**src/rtl/muldiv_controller.sv**
```systemverilog
// Multi-cycle signed MULT/DIV unit with architectural HI/LO registers.
// Sequential shift-add multiply and restoring divide on operand magnitudes, signs fixed up at the end.
module muldiv_controller #(
   parameter int WIDTH = 32
) (
   input  logic             clk,
   input  logic             reset,
   input  logic             start,
   input  logic             op,
   input  logic [WIDTH-1:0] a,
   input  logic [WIDTH-1:0] b,
   input  logic             abort,
   output logic             busy,
   output logic             done,
   output logic             div_by_zero,
   output logic [WIDTH-1:0] hi,
   output logic [WIDTH-1:0] lo
);

   localparam logic [2:0] IDLE     = 3'd0;
   localparam logic [2:0] MULT_RUN = 3'd1;
   localparam logic [2:0] DIV_RUN  = 3'd2;
   localparam logic [2:0] FIXUP    = 3'd3;
   localparam logic [2:0] DONE     = 3'd4;

   localparam int CW = $clog2(WIDTH) + 1;
   localparam logic [CW-1:0] LAST = CW'(WIDTH - 1);

   logic [2:0]       state;
   logic [CW-1:0]    cnt;
   logic [WIDTH-1:0] mag_op;
   logic [WIDTH-1:0] acc;
   logic [WIDTH-1:0] quo;
   logic             sign_a;
   logic             sign_b;
   logic             op_div;
   logic             dbz;

   logic [WIDTH-1:0]   a_mag;
   logic [WIDTH-1:0]   b_mag;
   logic [WIDTH:0]     add_sum;
   logic [WIDTH:0]     trial;
   logic [2*WIDTH-1:0] prod_signed;
   logic [WIDTH-1:0]   quo_signed;
   logic [WIDTH-1:0]   rem_signed;

   // acc/quo hold {upper, lower} product during MULT and {remainder, dividend/quotient} during DIV.
   always_comb begin
      a_mag       = a[WIDTH-1] ? (~a + 1'b1) : a;
      b_mag       = b[WIDTH-1] ? (~b + 1'b1) : b;
      add_sum     = {1'b0, acc} + {1'b0, (quo[0] ? mag_op : '0)};
      trial       = {acc, quo[WIDTH-1]} - {1'b0, mag_op};
      prod_signed = (sign_a ^ sign_b) ? ('0 - {acc, quo}) : {acc, quo};
      quo_signed  = (sign_a ^ sign_b) ? (~quo + 1'b1) : quo;
      rem_signed  = sign_a ? (~acc + 1'b1) : acc;
   end

   assign busy        = (state != IDLE);
   assign done        = (state == DONE);
   assign div_by_zero = (state == DONE) && dbz;

   always_ff @(posedge clk) begin
      if (!reset) begin
         state  <= IDLE;
         cnt    <= '0;
         mag_op <= '0;
         acc    <= '0;
         quo    <= '0;
         sign_a <= 1'b0;
         sign_b <= 1'b0;
         op_div <= 1'b0;
         dbz    <= 1'b0;
         hi     <= '0;
         lo     <= '0;
      end else begin
         case (state)
            IDLE: begin
               if (start && !abort) begin
                  sign_a <= a[WIDTH-1];
                  sign_b <= b[WIDTH-1];
                  op_div <= op;
                  cnt    <= '0;
                  acc    <= '0;
                  dbz    <= 1'b0;
                  if (op && (b == '0)) begin
                     dbz   <= 1'b1;
                     state <= DONE;
                  end else begin
                     mag_op <= op ? b_mag : a_mag;
                     quo    <= op ? a_mag : b_mag;
                     state  <= op ? DIV_RUN : MULT_RUN;
                  end
               end
            end
            MULT_RUN: begin
               if (abort) begin
                  state <= IDLE;
               end else begin
                  acc <= add_sum[WIDTH:1];
                  quo <= {add_sum[0], quo[WIDTH-1:1]};
                  cnt <= cnt + 1'b1;
                  if (cnt == LAST) state <= FIXUP;
               end
            end
            DIV_RUN: begin
               if (abort) begin
                  state <= IDLE;
               end else begin
                  // A negative trial means the divisor did not fit: keep the shifted remainder.
                  if (!trial[WIDTH]) begin
                     acc <= trial[WIDTH-1:0];
                     quo <= {quo[WIDTH-2:0], 1'b1};
                  end else begin
                     acc <= {acc[WIDTH-2:0], quo[WIDTH-1]};
                     quo <= {quo[WIDTH-2:0], 1'b0};
                  end
                  cnt <= cnt + 1'b1;
                  if (cnt == LAST) state <= FIXUP;
               end
            end
            FIXUP: begin
               if (abort) begin
                  state <= IDLE;
               end else begin
                  if (op_div) begin
                     hi <= rem_signed;
                     lo <= quo_signed;
                  end else begin
                     hi <= prod_signed[2*WIDTH-1:WIDTH];
                     lo <= prod_signed[WIDTH-1:0];
                  end
                  state <= DONE;
               end
            end
            DONE:    state <= IDLE;
            default: state <= IDLE;
         endcase
      end
   end

endmodule

```
**config.mk**
```make
export PLATFORM = sky130hd
export DESIGN_NAME = muldiv_controller
export DESIGN_NICKNAME = d
export VERILOG_FILES = /design/src/rtl/muldiv_controller.sv
export SDC_FILE = /design/constraint.sdc
export NUM_CORES = 1
export LEC_CHECK = 0
export CORE_UTILIZATION = 55
export DETAILED_ROUTE_END_ITERATION = 6
export PLACE_DENSITY_LB_ADDON = 0.25
export SLEW_MARGIN = 20
export SYNTH_ARGS = -nofsm -noshare
export SYNTH_HDL_FRONTEND = slang
export SYNTH_SLANG_ARGS = --single-unit
export TNS_END_PERCENT = 10
```
**constraint.sdc**
```tcl
create_clock -name clk -period 3.6 [get_ports clk]
set_clock_uncertainty 0.15 [all_clocks]
set_input_delay 0.36 -clock clk [delete_from_list [all_inputs] [get_ports clk]]
set_output_delay 0.36 -clock clk [all_outputs]
set_load 0.005 [all_outputs]
```
==> flow_metrics.env, run 1 <==
export IMPL_die_area_um2=26600
export IMPL_clk_pin_slew_ns=0.08
export IMPL_drv_cap=0
export IMPL_drcViolationCount=0
export IMPL_crit_arrival_ns=3.66
export IMPL_required_ns=3.76
export IMPL_ant_nets=0
export IMPL_num_nets_final=2246
export IMPL_pin_count=136
export IMPL_fp_row_count=58
export IMPL_synth_nets=2095
export IMPL_yosysWarningCount=0
export IMPL_gp_congestion=1.04
export IMPL_coreArea_um2=25300
export IMPL_grt_pass1_wl_mm=78.1
export IMPL_grt_usage=0.377
export IMPL_async_flop_share=0
export IMPL_io_buffers=135
export IMPL_rsz0062_at_grt="no"
export IMPL_fmax_mhz=286
export IMPL_drv_slew=0
export IMPL_start_kind="flop"
export IMPL_grt_overflow_total=0
export IMPL_ys_ff_latch=173
export IMPL_hold_viol_final=0
export IMPL_start_util=0.564
export IMPL_syn_to_final_growth_pct=20.6
export IMPL_hold_path_class="reg -> reg"
export IMPL_total_power_uw=9160
export IMPL_drt_wl_total_mm=51.0
export IMPL_clkSinkCount=173
export IMPL_synth_xor_area_frac=0.0993
export IMPL_chipHeight_um=163
export IMPL_setup_tns_ns=0
export IMPL_post_cts_buffers=0
export IMPL_ys_types=86
export IMPL_synth_compound_area_share=0.314
export IMPL_netlist_instances=1955
export IMPL_netlist_top_cells_count="219 x nor2_1, 181 x a21oi_1, 174 x o21ai_0"
export IMPL_drt_iter0_drc=2116
export IMPL_cts_tree="built"
export IMPL_tightest_slew_ns=0.696
export IMPL_synth_top_area_cell="dfxtp_1"
export IMPL_p_leak_uw=0.00657
export IMPL_synth_area_um2=14300
export IMPL_muxShareOfSynthArea=0.00849
export IMPL_synth_edff_count=0
export IMPL_vias=15800
export IMPL_drive_gt1_frac=0.101
export IMPL_synthFlopType="dfxtp_1"
export IMPL_slew_headroom=0.536
export IMPL_critical_path_class="reg -> reg"
export IMPL_die_width_um=163
export IMPL_antenna_found_initial=4
export IMPL_synth_fa_ha_area_frac=0.0632
export IMPL_synth_simple_area_share=0.216
export IMPL_postSynthAreaPerCell_um2=7.31
export IMPL_synth_area_leaders="dfxtp_1 24%, a21oi_1 6.3%, o21ai_0 6.1%, ha_1 6.0%, nor2_1 5.8%"
export IMPL_ir_drop_mv=0.352
export IMPL_power_density_nw_per_um2=531
export IMPL_cts_max_level=4
export IMPL_cts_made_buffers=17
export IMPL_grt_pass1_vias=14100
export IMPL_status="completed"
export IMPL_synth_seq_area_share=0.242
export IMPL_clock_root_buffer="clkbuf_16"
export IMPL_yosysTopAreaCellShare=0.242
export IMPL_min_period_ns=3.50
export IMPL_yosysMostFrequentCell="nor2_1"
export IMPL_drt_pre_antenna_iters=7
export IMPL_critical_path_endpoint_type="flop"
export IMPL_hpwl_mm=39.8
export IMPL_setup_violations=0
export IMPL_avgRoutedWirePerCell_um=20.8
export IMPL_synth_top_family_by_area="compound AO/OA/AOI/OAI gates"
export IMPL_routed_via_density=6.46
export IMPL_cp_max_fo=18
export IMPL_grt_max_degree=115
export IMPL_n_fill_cell=2197
export IMPL_period_share=0.973
export IMPL_worstSkewPairLatency_ns=0.45
export IMPL_clock_path_buffers=2
[worst paths after layout]
kind	slack [ns]	endpoint	startpoint	cells past startpoint
setup / recovery	0.1	acc[4]	quo[31]	13
hold / removal	0.30	lo[16]	lo[16]	2
setup reg to reg	0.1	acc[4]	quo[31]	13
hold reg to reg	0.30	lo[16]	lo[16]	2
[cell families (layout without fill, tap and decap cells)]
group,Yosys count,count (layout)
AOI/OAI and AO/OA,696,696
DFF,173,173
xor gates and xnor gates,162,162
and+or+nand+nor,641,641
buffers and inverters,200,364
adders and majority gates,71,71
other,0,1
muxes,12,12
[power by group]
part	leakage (uW)	internal, uW	switching (uW)
Combinational	0.00486	1920	2860
Sequential	0.00141	2100	289
Clock	0.000303	965	1010
[layout by cell type (no fill, tap or decap), types with 7 or more instances in the layout]
| master | instances |
|---|---|
| a21o_1 | 29 |
| o211ai_1 | 32 |
| clkbuf_16 | 17 |
| a222oi_1 | 30 |
| and2_1 | 16 |
| and3_1 | 14 |
| nand2b_1 | 21 |
| clkdlybuf4s50_1 | 134 |
| a31oi_1 | 25 |
| or3_1 | 22 |
| xor2_1 | 78 |
| or4_1 | 9 |
| nor3_1 | 45 |
| nand3b_1 | 7 |
| nand4_1 | 17 |
| dfxtp_1 | 173 |
| nand3_1 | 35 |
| o21bai_1 | 10 |
| nor2_1 | 219 |
| o21a_1 | 12 |
| o21ai_0 | 174 |
| ha_1 | 69 |
| xnor2_1 | 84 |
| nor3b_1 | 7 |
| a21boi_0 | 18 |
| nand2_1 | 170 |
| buf_4 | 129 |
| a21oi_1 | 178 |
| or2_2 | 7 |
| o41ai_1 | 14 |
| a211oi_1 | 83 |
| inv_1 | 60 |
| mux2i_1 | 11 |
| nor4_1 | 11 |
| o31ai_1 | 32 |
[stage by stage]
step,util,setup slack [ns],cells,cell area (um2),hold slack [ns]
2_1_floorplan,-,0.283,1955,14300,0.282
3_3_place_gp,0.655,0.0929,2417,16600,0.289
3_5_place_dp,0.655,0.0319,2417,16600,0.294
4_1_cts,0.680,0.0925,2449,17200,0.305
5_1_grt,0.681,0.00843,2449,17200,0.319
6_report,0.681,0.0982,2450,17200,0.302
[state kept, by name (all words and copies together), names as in the netlist]
register and cells:
hi 32, op_div 1, quo 32, state 3
mag_op 32, sign_a 1, sign_b 1, cnt 6
dbz 1, lo 32, acc 32
[critical path, stage by stage (launching register included)]
cell and delay [ns]:
dfxtp_1 0.36, inv_1 0.10, ha_1 0.22, fa_1 0.44, nand2b_1 0.20, a21oi_1 0.18, o21ai_0 0.18, a21oi_2 0.23
nand4bb_1 0.24, a21o_1 0.24, buf_4 0.27, a21boi_0 0.11, o21ai_0 0.33, a21oi_1 0.14
[routing by layer]
layer	track usage	vias up	wire length, um
met3	0.0594	147	5000
met4	0.161	4	1960
met2	0.571	813	22200
met1	0.527	7394	21800
li1	-	7469	-
met5	0	-	34
[final cells by class]
type	count	area (um2)	area share
multi-input combinational	1582	10100	0.584
tap	330	413	0.0240
antenna	1	2.50	0.000145
inverter	62	235	0.0136
clock inverter	15	201	0.0117
sequential	173	3460	0.201
timing repair buffer	270	2430	0.141
clock buffer	17	425	0.0247
[what timing repair did]
item	in CTS	in global routing
hold endpoints to repair	0	0
setup endpoints to repair	0	13
hold buffers	0	0
resized for setup	0	5
No activity file was read; power rests on OpenSTA's default activity.
==> run 2, diff against run 1 <==
clock period = 3.5 ns   (was 3.6 ns; I/O delays follow)
==> run 2 against run 1 <==
  * Largest cell class unchanged
  * Total power rose by 6.9%
  * Wire length rose by 2.0%
  * Critical endpoint is now acc[29]
  * Sequential share of layout area fell by 0.52 points
==> flow_metrics.env, run 2 (synthesized netlist as in run 1, its figures left out) <==
export IMPL_status="completed"
export IMPL_timing_final_ws_setup_ns=0.0911
export IMPL_rsz0062_at_grt="yes"
export IMPL_critical_path_class="reg -> reg"
export IMPL_grt_overflow_total=0
export IMPL_drive_gt1_frac=0.126
export IMPL_required_ns=3.67
export IMPL_grt_max_degree=84
export IMPL_cp_max_fo=5
export IMPL_power_density_nw_per_um2=553
export IMPL_pin_count=136
export IMPL_setup_tns_ns=0
export IMPL_antenna_found_initial=0
export IMPL_slew_headroom=0.421
export IMPL_min_period_ns=3.41
export IMPL_drt_wl_total_mm=52.0
export IMPL_cts_tree="built"
export IMPL_ir_drop_mv=0.404
export IMPL_crit_arrival_ns=3.58
export IMPL_period_share=0.974
export IMPL_max_stage_delay_ns=0.48
export IMPL_final_common_cell="nor2_1"
export IMPL_fmax_mhz=293
export IMPL_gp_congestion=1.05
export IMPL_crit_chain="ha_1 -> inv_1 -> fa_1 -> nand2b_1 -> a21oi_2 -> o21ai_1 -> a211o_1 -> and2_1 -> o21ai_1 -> buf_4 -> mux2i_1 -> o41ai_2 -> nand3_1"
export IMPL_drt_iter0_drc=1950
export IMPL_routed_via_density=6.41
export IMPL_multi_input_area_um2=10100
export IMPL_grt_usage=0.386
export IMPL_cpMostUsedCell="o21ai_1"
export IMPL_tightest_slew_ns=0.868
export IMPL_p_leak_uw=0.00682
export IMPL_cts_max_level=4
export IMPL_grt_pass1_wl_mm=79.8
export IMPL_n_fill_cell=2174
export IMPL_cts_made_buffers=17
export IMPL_clkSinkCount=173
export IMPL_design_area_um2=17700
export IMPL_combPwrFrac=0.541
export IMPL_switching_share=0.448
export IMPL_syn_to_final_growth_pct=23.9
export IMPL_grt_pass1_vias=14500
export IMPL_worst_path_max_delay_cell="dfxtp_1"
export IMPL_hold_path_class="reg -> reg"
export IMPL_fp_row_count=58
export IMPL_chipHeight_um=163
export IMPL_worstSkewPairLatency_ns=0.44
export IMPL_drv_cap=0
export IMPL_critical_path_endpoint_type="flop"
export IMPL_drcViolationCount=0
export IMPL_pwr_share_seq=0.250
export IMPL_start_kind="flop"
export IMPL_setup_violations=0
export IMPL_coreArea_um2=25300
export IMPL_start_util=0.564
export IMPL_die_area_um2=26600
export IMPL_place_area_um2=17000
export IMPL_io_buffers=135
export IMPL_switchingPower_uw=4390
export IMPL_clk_pin_slew_ns=0.09
export IMPL_clock_root_buffer="clkbuf_16"
export IMPL_clkPwrFrac=0.209
export IMPL_drt_pre_antenna_iters=7
export IMPL_num_antenna_cells=0
export IMPL_hpwl_mm=40.8
export IMPL_clock_path_buffers=2
export IMPL_hold_viol_final=0
export IMPL_num_nets_final=2295
export IMPL_avgRoutedWirePerCell_um=20.8
export IMPL_vias=16000
export IMPL_hold_buffers=0
export IMPL_final_cell_mix="219 x nor2_1, 175 x a21oi_1, 175 x buf_4"
export IMPL_regArea_um2=3460
export IMPL_drv_slew=0
export IMPL_die_width_um=163
export IMPL_ant_nets=0
export IMPL_dp_slack_ns=-0.0268
export IMPL_cellInternalPower_uw=5400
-- run 2: final timing paths --
| path | slack, ns | end | from | cells past startpoint |
|---|---|---|---|---|
| worst max-delay path | 0.09 | acc[29] | acc[0] | 13 |
| worst min register to register | 0.30 | mag_op[6] | mag_op[6] | 2 |
| worst min-delay path | 0.30 | mag_op[6] | mag_op[6] | 2 |
| worst max register to register | 0.09 | acc[29] | acc[0] | 13 |
-- run 2: layout make-up --
class / instances / area share
multi-input cells: 1582 / 0.571
flip-flops and latches: 173 / 0.196
clock inverters: 15 / 0.0121
repair buffers: 319 / 0.160
well taps: 330 / 0.0233
clock buffers: 17 / 0.0240
inverters: 62 / 0.0135
-- run 2: power by group through the flow --
stage                     Sequential, uW  Combinational [uW]  Clock (uW)
final                               2450                5300        2050
after global routing                2460                5700        2120
after CTS                           2430                5110        2050
after detailed placement            2470                5070           0
after global placement              2460                5000           0
after floorplan                     2400                3160           0
-- run 2: through the flow --
step,hold slack [ns],power (uW),instances,util
floorplan,0.282,5560,1955,-
global placement,0.290,7460,2461,0.670
detailed placement,0.295,7540,2461,0.670
CTS,0.307,9580,2493,0.695
global route,0.321,10300,2498,0.699
finish,0.304,9790,2498,0.699
-- run 2: timing repair --
action / CTS / global route
resized for setup: 0 / 20
hold endpoints to repair: 0 / 0
endpoints found under the setup margin: 0 / 17
setup buffers: 0 / 5
-- run 2: critical path: cells and delay by family, from the launching register on --
kind            cells  cell delay (ns)
flops               1             0.48
fa+ha+maj           2             0.63
mux                 1             0.12
compound gates      5             1.19
buf+inv             2             0.21
simple gates        3             0.50
-- run 2: per-layer routing --
metal,up-vias,GRT usage,part of all wire
li1,7562,-,-
met1,7480,0.525,0.43
met2,805,0.596,0.44
met3,175,0.0711,0.095
met4,0,0.154,0.042
met5,-,0,0
